$ cat config.mk
export PLATFORM = sky130hd
export DESIGN_NAME = rf_writeback_arbiter
export DESIGN_NICKNAME = d
export VERILOG_FILES = /design/src/rtl/rf_writeback_arbiter_pkg.sv /design/src/rtl/rf_wb_select.sv /design/src/rtl/rf_writeback_arbiter.sv
export SDC_FILE = /design/constraint.sdc
export NUM_CORES = 1
export LEC_CHECK = 0
export ABC_AREA = 1
export BUFFER_PORTS_ARGS = -buffer_cell sky130_fd_sc_hd__buf_4
export CAP_MARGIN = 20
export CORE_UTILIZATION = 60
export DETAILED_ROUTE_END_ITERATION = 12
export GPL_TIMING_DRIVEN = 0
export PLACE_DENSITY = 0.88
export SLEW_MARGIN = 20
export SYNTH_ARGS = -nofsm -noshare
export SYNTH_HDL_FRONTEND = slang
export SYNTH_SLANG_ARGS = --single-unit
$ cat constraint.sdc
create_clock -name clk -period 8.9 [get_ports clk]
set_input_delay 1.335 -clock clk [delete_from_list [all_inputs] [get_ports clk]]
set_output_delay 1.335 -clock clk [all_outputs]
set_load 0.01 [all_outputs]
$ cat src/rtl/rf_writeback_arbiter_pkg.sv
// Shared definitions for the register-file writeback arbiter.
//   D_WIDTH_DEF : default datapath width (matches `D_WIDTH in param.v)
//   PC_ADDR     : architectural register that is the program counter (r15)
//   LR_ADDR     : link register (r14)
//   rf_addr_t   : register-file address type
package rf_writeback_arbiter_pkg;

  localparam int         D_WIDTH_DEF = 32;
  localparam logic [3:0] PC_ADDR     = 4'hF;
  localparam logic [3:0] LR_ADDR     = 4'hE;

  typedef logic [3:0] rf_addr_t;

endpackage

$ cat src/rtl/rf_wb_select.sv
// Combinational scan/grant logic for the writeback arbiter.
// Requesters are scanned in rotation order starting at rr_ptr, starved ones
// first, then the rest. Up to two register writes (distinct addresses) and one
// PC redirect are granted.
//   valid    : request valid per requester
//   addr     : 4-bit destination per requester, requester k at [4k+3:4k]
//   starved  : requester has waited the starvation limit
//   rr_ptr   : rotation start index
//   grant    : one bit per granted requester
//   wr1_*    : requester mapped to register write port 1
//   wr2_*    : requester mapped to register write port 2
//   pc_*     : requester mapped to the PC redirect slot
//   last_idx : last requester granted in scan order
module rf_wb_select
  import rf_writeback_arbiter_pkg::*;
#(
  parameter int N_REQ = 3,
  parameter int PTR_W = $clog2(N_REQ)
) (
  input  logic [N_REQ-1:0]   valid,
  input  logic [4*N_REQ-1:0] addr,
  input  logic [N_REQ-1:0]   starved,
  input  logic [PTR_W-1:0]   rr_ptr,
  output logic [N_REQ-1:0]   grant,
  output logic               wr1_vld,
  output logic [PTR_W-1:0]   wr1_idx,
  output logic               wr2_vld,
  output logic [PTR_W-1:0]   wr2_idx,
  output logic               pc_vld,
  output logic [PTR_W-1:0]   pc_idx,
  output logic [PTR_W-1:0]   last_idx
);

  always_comb begin
    int       k;
    logic     want;
    rf_addr_t a;
    rf_addr_t a1;
    grant    = '0;
    wr1_vld  = 1'b0;
    wr1_idx  = '0;
    wr2_vld  = 1'b0;
    wr2_idx  = '0;
    pc_vld   = 1'b0;
    pc_idx   = '0;
    last_idx = '0;
    k        = 0;
    want     = 1'b0;
    a        = '0;
    a1       = '0;
    // pass 0 visits only starved requesters, pass 1 the remaining ones
    for (int pass = 0; pass < 2; pass++) begin
      for (int i = 0; i < N_REQ; i++) begin
        k = int'(rr_ptr) + i;
        if (k >= N_REQ) k = k - N_REQ;
        want = valid[k] && (starved[k] == (pass == 0));
        a    = addr[4*k +: 4];
        if (want) begin
          if (a == PC_ADDR) begin
            if (!pc_vld) begin
              pc_vld   = 1'b1;
              pc_idx   = PTR_W'(k);
              grant[k] = 1'b1;
              last_idx = PTR_W'(k);
            end
          end else if (!wr1_vld) begin
            wr1_vld  = 1'b1;
            wr1_idx  = PTR_W'(k);
            a1       = a;
            grant[k] = 1'b1;
            last_idx = PTR_W'(k);
          end else if (!wr2_vld && (a != a1)) begin
            wr2_vld  = 1'b1;
            wr2_idx  = PTR_W'(k);
            grant[k] = 1'b1;
            last_idx = PTR_W'(k);
          end
        end
      end
    end
  end

endmodule

$ cat src/rtl/rf_writeback_arbiter.sv
// Register-file writeback arbiter. Shares the two register-file write ports
// and the PC redirect path among N_REQ valid/ready writeback sources.
//   clk, rst_n      : clock, asynchronous active-low reset
//   i_flush         : blocks every grant in the current cycle
//   i_req_valid     : request valid per requester
//   i_req_addr      : destination register per requester, [4k+3:4k]
//   i_req_data      : write data per requester, slice k
//   o_req_ready     : combinational grant per requester
//   o_WE1/WA1/WD1   : registered register-file write port 1
//   o_WE2/WA2/WD2   : registered register-file write port 2
//   o_pc_we/o_pc_wd : registered PC redirect to fetch
module rf_writeback_arbiter
  import rf_writeback_arbiter_pkg::*;
#(
  parameter int D_WIDTH      = D_WIDTH_DEF,
  parameter int N_REQ        = 3,
  parameter int STARVE_LIMIT = 4,
  parameter int CNT_W        = 3
) (
  input  logic                     clk,
  input  logic                     rst_n,
  input  logic                     i_flush,
  input  logic [N_REQ-1:0]         i_req_valid,
  input  logic [4*N_REQ-1:0]       i_req_addr,
  input  logic [D_WIDTH*N_REQ-1:0] i_req_data,
  output logic [N_REQ-1:0]         o_req_ready,
  output logic                     o_WE1,
  output logic [3:0]               o_WA1,
  output logic [D_WIDTH-1:0]       o_WD1,
  output logic                     o_WE2,
  output logic [3:0]               o_WA2,
  output logic [D_WIDTH-1:0]       o_WD2,
  output logic                     o_pc_we,
  output logic [D_WIDTH-1:0]       o_pc_wd
);

  localparam int PTR_W = $clog2(N_REQ);

  function automatic logic [CNT_W-1:0] sat_inc(input logic [CNT_W-1:0] c);
    if (c >= CNT_W'(STARVE_LIMIT)) return CNT_W'(STARVE_LIMIT);
    return c + CNT_W'(1);
  endfunction

  logic [PTR_W-1:0]   rr_ptr;
  logic [CNT_W-1:0]   cnt [N_REQ];
  logic [N_REQ-1:0]   starved;
  logic [N_REQ-1:0]   grant_sel;
  logic [N_REQ-1:0]   grant_p0;
  logic               wr1_sel, wr2_sel, pc_sel;
  logic [PTR_W-1:0]   wr1_idx, wr2_idx, pc_idx, last_idx;
  logic               wr1_vld_p0, wr2_vld_p0, pc_vld_p0;
  rf_addr_t           wa1_p0, wa2_p0;
  logic [D_WIDTH-1:0] wd1_p0, wd2_p0, pc_wd_p0;
  logic               wr1_vld_p1, wr2_vld_p1, pc_vld_p1;
  rf_addr_t           wa1_p1, wa2_p1;
  logic [D_WIDTH-1:0] wd1_p1, wd2_p1, pc_wd_p1;

  // ---- p0: combinational scan, grant and operand select ----
  always_comb begin
    for (int k = 0; k < N_REQ; k++) starved[k] = (cnt[k] == CNT_W'(STARVE_LIMIT));
  end

  rf_wb_select #(
    .N_REQ (N_REQ),
    .PTR_W (PTR_W)
  ) u_select (
    .valid    (i_req_valid),
    .addr     (i_req_addr),
    .starved  (starved),
    .rr_ptr   (rr_ptr),
    .grant    (grant_sel),
    .wr1_vld  (wr1_sel),
    .wr1_idx  (wr1_idx),
    .wr2_vld  (wr2_sel),
    .wr2_idx  (wr2_idx),
    .pc_vld   (pc_sel),
    .pc_idx   (pc_idx),
    .last_idx (last_idx)
  );

  always_comb begin
    grant_p0   = i_flush ? '0 : grant_sel;
    wr1_vld_p0 = wr1_sel && !i_flush;
    wr2_vld_p0 = wr2_sel && !i_flush;
    pc_vld_p0  = pc_sel && !i_flush;
    wa1_p0     = i_req_addr[int'(wr1_idx)*4 +: 4];
    wa2_p0     = i_req_addr[int'(wr2_idx)*4 +: 4];
    wd1_p0     = i_req_data[int'(wr1_idx)*D_WIDTH +: D_WIDTH];
    wd2_p0     = i_req_data[int'(wr2_idx)*D_WIDTH +: D_WIDTH];
    pc_wd_p0   = i_req_data[int'(pc_idx)*D_WIDTH +: D_WIDTH];
    // counters sit at zero in reset, so ready must be masked explicitly
    o_req_ready = rst_n ? grant_p0 : '0;
  end

  // ---- p1: arbitration state and registered write ports ----
  always_ff @(posedge clk or negedge rst_n) begin
    if (!rst_n) begin
      rr_ptr     <= '0;
      wr1_vld_p1 <= 1'b0;
      wr2_vld_p1 <= 1'b0;
      pc_vld_p1  <= 1'b0;
      wa1_p1     <= '0;
      wa2_p1     <= '0;
      wd1_p1     <= '0;
      wd2_p1     <= '0;
      pc_wd_p1   <= '0;
      for (int k = 0; k < N_REQ; k++) cnt[k] <= '0;
    end else begin
      wr1_vld_p1 <= wr1_vld_p0;
      wr2_vld_p1 <= wr2_vld_p0;
      pc_vld_p1  <= pc_vld_p0;
      if (wr1_vld_p0) begin
        wa1_p1 <= wa1_p0;
        wd1_p1 <= wd1_p0;
      end
      if (wr2_vld_p0) begin
        wa2_p1 <= wa2_p0;
        wd2_p1 <= wd2_p0;
      end
      if (pc_vld_p0) pc_wd_p1 <= pc_wd_p0;
      if (|grant_p0) begin
        rr_ptr <= (last_idx == PTR_W'(N_REQ - 1)) ? '0 : last_idx + PTR_W'(1);
      end
      for (int k = 0; k < N_REQ; k++) begin
        if (i_flush || !i_req_valid[k] || grant_p0[k]) cnt[k] <= '0;
        else                                           cnt[k] <= sat_inc(cnt[k]);
      end
    end
  end

  assign o_WE1   = wr1_vld_p1;
  assign o_WA1   = wa1_p1;
  assign o_WD1   = wd1_p1;
  assign o_WE2   = wr2_vld_p1;
  assign o_WA2   = wa2_p1;
  assign o_WD2   = wd2_p1;
  assign o_pc_we = pc_vld_p1;
  assign o_pc_wd = pc_wd_p1;

endmodule

==> metrics.txt, run 1 <==
post-synthesis register bit count=118; setup TNS=0 ns; CTS Root Cell=clkbuf_16; sequential area share after synthesis=0.303; ant diodes=0; most frequent cells in the layout=327 x nand2_1, 232 x buf_4, 164 x nor2_1, 156 x nand3_1; hpwl dp=28.6 mm; Worst Hold Depth=1; Synth warnings=0; worst hold path endpoint=cnt[0]; Worst-path clk slew=0.06 ns; Die Area=16700 um^2; Clock Path Buffers=2; vias in the first global route=12008; Hold Crit Start=cnt[0]; reg2reg path depth=21; first-pass GRT wire length=64.1 mm; FF-to-FF End=o_WD1[14]; total CTS buffers=17; Tightest Pin Transition=1.11 ns; DRT iter0 DRCs=2228; CP arrival=4.51 ns; Die W=129 um; Core Box Area=15900 um^2; total setup buffers inserted after CTS=0; GRT Overall Usage=0.512; count of final setup violators=0; Port Buffers=223; routed len/inst=22.0 um; Storage cell area=2950 um^2; Multi-input gate area=5740 um^2; starting density of the core=0.612; RSZ-0062 raised after global routing=false; Syn Area/Cell=6.87 um^2; critical path class=flop to output port; Post-Syn Instances=1417; Distinct cells, synth=48; fin area=12300 um^2; commonest non-fill, non-tap cell in the layout=nand2_1; Fillers=1145; Max Freq=171 MHz; Total Wirelength=41.6 mm; H-Tree Depth=4; post-route clock period utilization=0.657; GR Overflow Total=0; Placer Congestion=1.04; largest net degree at the start of global routing=72; Startpoint Class=flop; # resized after CTS=0; vias per cell=6.53; initial antenna violation count=1; TritonRoute pass-1 iters=9; vias=12351; ratio of cells with drive above 1 in the final layout=0.265; critical path fanouts, max=10; Slew Limit Fails=0; Area Growth Syn to Fin=26.6%; CTS tree=yes; die height=129 um; DR DRC count=0; Crit. End Element=output port; Area after DPL=11700 um^2; maxcap violations=0; Post-Syn Area=9730 um^2; path type of the worst min-delay path=flop to flop; Final nets=1787; I/O pin count=224; status=completed; final core utilization=0.775; relative slew slack=0.249; Clock Skew=0.00968 ns; Routed Antenna Nets=0; Crit Reg-Reg Startpoint=rr_ptr[0]; row count=46; R2R setup slack=3.58 ns; Final Critical Period=5.85 ns; syn nets=1543; cts hold-fix bufs=0; Worst-Skew Late Latency=0.44 ns; final hold vios=0; Hold Slack=0.475 ns; Worst Path Required=7.57 ns; CTS Sinks=118
-- how the worst max path moves through the flow --
stage	from	endpoint	slack [ns]	cells after the start
global placement	i_req_addr[2]	o_req_ready[1]	3.12	24
finish	rr_ptr[0]	o_req_ready[0]	3.05	25
floorplan	i_req_addr[11]	o_req_ready[0]	4.10	22
detailed placement	i_req_addr[2]	o_req_ready[1]	3.19	26
CTS	rr_ptr[0]	o_req_ready[1]	3.12	27
global route	rr_ptr[0]	o_req_ready[1]	2.74	27
-- metal layers --
layer  wire length (um)  part of all wire  track usage  vias to the layer above
met5                 14           0.00034      0.00882                        -
met4               3030             0.073        0.345                        2
met3               6960              0.17        0.284                      382
met2              17600              0.42        0.738                     1229
met1              14000              0.34        0.578                     5500
li1                   -                 -            -                     5238
-- through the flow --
step                cells  worst slack (ns)
global placement     1856              3.12
detailed placement   1857              3.19
finish               1890              3.05
global route         1890              2.74
floorplan            1417              4.10
CTS                  1889              3.12
-- synthesized netlist by cell type (all sizes together) --
library cell / n / area [um^2]
nand2: 349 / 1410
nand3: 198 / 1240
nor2: 183 / 790
inv: 139 / 529
a21oi: 119 / 618
dfrtp: 118 / 2950
a31oi: 72 / 638
o21ai: 62 / 310
buf: 51 / 372
o211ai: 36 / 270
clkbuf: 33 / 124
ha: 12 / 150
nand4: 11 / 83.8
nor3: 7 / 35.0
a22oi: 5 / 37.5
nor3b: 3 / 22.5
o221ai: 3 / 26.3
a21boi: 2 / 15.0
clkinv: 2 / 7.51
o22ai: 2 / 12.5
a211oi: 1 / 7.51
a21o: 1 / 15.0
a31o: 1 / 8.76
nand3b: 1 / 7.51
o211a: 1 / 10.0
o21a: 1 / 7.51
o21bai: 1 / 7.51
o311ai: 1 / 8.76
or2: 1 / 6.26
xor2: 1 / 8.76
-- layout make-up --
cell class,count,area share
multi-input combinational,1074,0.467
sequential,118,0.240
timing repair buffer,225,0.139
inverter,141,0.0436
buffer,84,0.0402
clock buffer,19,0.0368
tap,216,0.0219
clock inverter,13,0.0120
-- cell families (layout without fill, tap and decap cells) --
group / count (synthesis) / after routing / synth area share
AO/OA/AOI/OAI: 308 / 308 / 0.205
adder cells (fa/ha/maj): 12 / 12 / 0.0154
AND/OR/NAND/NOR: 753 / 753 / 0.369
buffers and inverters: 225 / 482 / 0.106
XOR/XNOR: 1 / 1 / 0.000900
flip-flops: 118 / 118 / 0.303
-- registers in the layout (all words and copies together), names as in the netlist --
signal / flops
o_WD1: 32
rr_ptr: 2
o_WE1: 1
cnt: 9
o_WA2: 4
o_pc_wd: 32
o_WE2: 1
o_pc_we: 1
o_WA1: 4
o_WD2: 32
-- worst max-delay path, stage by stage (launching register included) --
cell,delay [ns]
dfrtp_1,0.46
inv_1,0.13
ha_1,0.38
buf_4,0.21
nand2_1,0.07
nor2_1,0.04
nor2_1,0.41
nand2_1,0.17
nor2_4,0.25
inv_2,0.14
nand2_4,0.10
nand3_4,0.10
nor2_4,0.17
nand2_2,0.09
nand3_1,0.09
nand2_1,0.06
nor2_1,0.09
nand2_1,0.14
nand2_1,0.14
nand3_2,0.12
nand3_1,0.15
nand3_1,0.09
nand3_1,0.10
nand2_1,0.12
nor2_1,0.11
buf_4,0.12
Power of run 1 is not shown: default switching activity piles up to over one toggle a cycle in this logic, so the estimate is an artifact.
==> run 2: changes to the inputs <==
--- a/config.mk
+++ b/config.mk
@@ -8,10 +8,10 @@
 export ABC_AREA = 1
 export BUFFER_PORTS_ARGS = -buffer_cell sky130_fd_sc_hd__buf_4
 export CAP_MARGIN = 20
-export CORE_UTILIZATION = 60
+export CORE_UTILIZATION = 50
 export DETAILED_ROUTE_END_ITERATION = 12
 export GPL_TIMING_DRIVEN = 0
-export PLACE_DENSITY = 0.88
+export PLACE_DENSITY = 0.78
 export SLEW_MARGIN = 20
 export SYNTH_ARGS = -nofsm -noshare
 export SYNTH_HDL_FRONTEND = slang
==> constraint.sdc (replaced) <==
create_clock -name clk -period 5 [get_ports clk]
set_input_delay 0.75 -clock clk [delete_from_list [all_inputs] [get_ports clk]]
set_output_delay 0.75 -clock clk [all_outputs]
set_load 0.01 [all_outputs]
==> metrics.txt, run 2 (same netlist as run 1, synthesis figures left out) <==
max incr delay on CP=0.46 ns; largest net degree at the start of global routing=78; routed len/inst=19.5 um; CTS tree=yes; Clock Path Buffers=2; Worst-path clk slew=0.06 ns; ratio of cells with drive above 1 in the final layout=0.296; FF-to-FF End=o_pc_wd[3]; CTS Sinks=118; vias=11499; ant diodes=0; initial antenna violation count=0; TritonRoute pass-1 iters=5; Tightest Pin Transition=1.08 ns; starting density of the core=0.515; Crit Reg-Reg Startpoint=rr_ptr[0]; Hold Slack=0.234 ns; Port Buffers=223; final hold vios=0; first-pass GRT wire length=58.0 mm; Worst-Skew Late Latency=0.43 ns; R2R setup slack=0.46 ns; status=completed; relative slew slack=0.277; Die W=141 um; Max Freq=207 MHz; H-Tree Depth=4; Core Box Area=18900 um^2; CTS Root Cell=clkbuf_16; count of final setup violators=0; Placed Instances=1901; Placer Congestion=1.00; die height=141 um; Final Critical Period=4.82 ns; Critical Path End=o_req_ready[0]; path type of the worst min-delay path=input pin to asynchronous set/reset pin; Layout Cells excl Fill=1960; setup TNS=0 ns; reg2reg path depth=23; maxcap violations=0; vias in the first global route=10660; DR DRC count=0; CP arrival=4.07 ns; commonest non-fill, non-tap cell in the layout=nand2_1; Routed Antenna Nets=0; final core utilization=0.674; total CTS buffers=17; I/O pin count=224; critical path class=flop to output port; vias per cell=5.87; Clock Skew=0.0129 ns; row count=50; GR Overflow Total=0; Die Area=20000 um^2; crit path launch=rr_ptr[1]; post-route clock period utilization=0.964; most frequent cells in the layout=313 x nand2_1, 257 x buf_4, 155 x nor2_1, 151 x nand3_1, 117 x a21oi_1; Final nets=1813; Area Growth Syn to Fin=30.8%; Slew Limit Fails=0; GRT Overall Usage=0.377; Worst Path Required=4.25 ns; Crit. End Element=output port; Startpoint Class=flop; critical path fanouts, max=10; CP max-delay cell=dfrtp_2; hpwl dp=28.3 mm; DRT iter0 DRCs=1127; Total Wirelength=38.2 mm
==> run 2: changes by cell type in the layout (fill, tap and decap cells not counted), sizes merged <==
cell / before / now
buf: 276 / 301
inv: 141 / 143
bufinv: 2 / 1
clkinv: 7 / 8
clkinvlp: 4 / 3
==> run 2: metrics by stage <==
step / setup WS, ns / instance area [um^2]
2_1_floorplan: 1.19 / 9730
3_3_place_gp: 0.201 / 11700
3_5_place_dp: 0.194 / 11800
4_1_cts: 0.0487 / 12400
5_1_grt: -0.00200 / 12700
6_report: 0.180 / 12700
==> run 2: worst min path at each step <==
stage,from,endpoint,cells after the start
after CTS,rst_n,o_WD1[16],1
final,rst_n,o_WD1[15],1
after detailed placement,cnt[0],cnt[0],1
after global routing,rst_n,o_WD1[16],1
after global placement,cnt[0],cnt[0],1
after floorplan,cnt[0],cnt[0],1
==> run 2: layout make-up <==
class / count / area (um^2)
fillers: 1700 / 6170
multi-input cells: 1074 / 5920
flip-flops and latches: 118 / 2960
repair buffers: 251 / 1910
inverters: 141 / 549
plain buffers: 84 / 508
clock buffers: 18 / 439
well taps: 260 / 325
clock inverters: 14 / 125
==> run 2: repair_timing <==
item                       CTS  global route
setup buffers                5            22
pin swaps                    3            21
hold buffers                 0             0
gates resized for setup     11            48
setup endpoints to repair    3            32
==> run 2: per-layer routing <==
layer  global-route usage  part of all wire  vias to the layer above
met3               0.0658             0.098                      120
met2                0.623              0.47                      707
met1                0.485              0.39                     5364
met5                    0                 0                        -
met4                0.167             0.040                        0
li1                     -                 -                     5308
==> run 2: critical path: cells and delay by family (launching register included) <==
family | cells | cell delay [ns]
and+or+nand+nor | 20 | 2.19
buffers and inverters | 7 | 0.82
DFF | 1 | 0.46
adders and majority gates | 1 | 0.16
Power of run 2 is left out for the same reason.
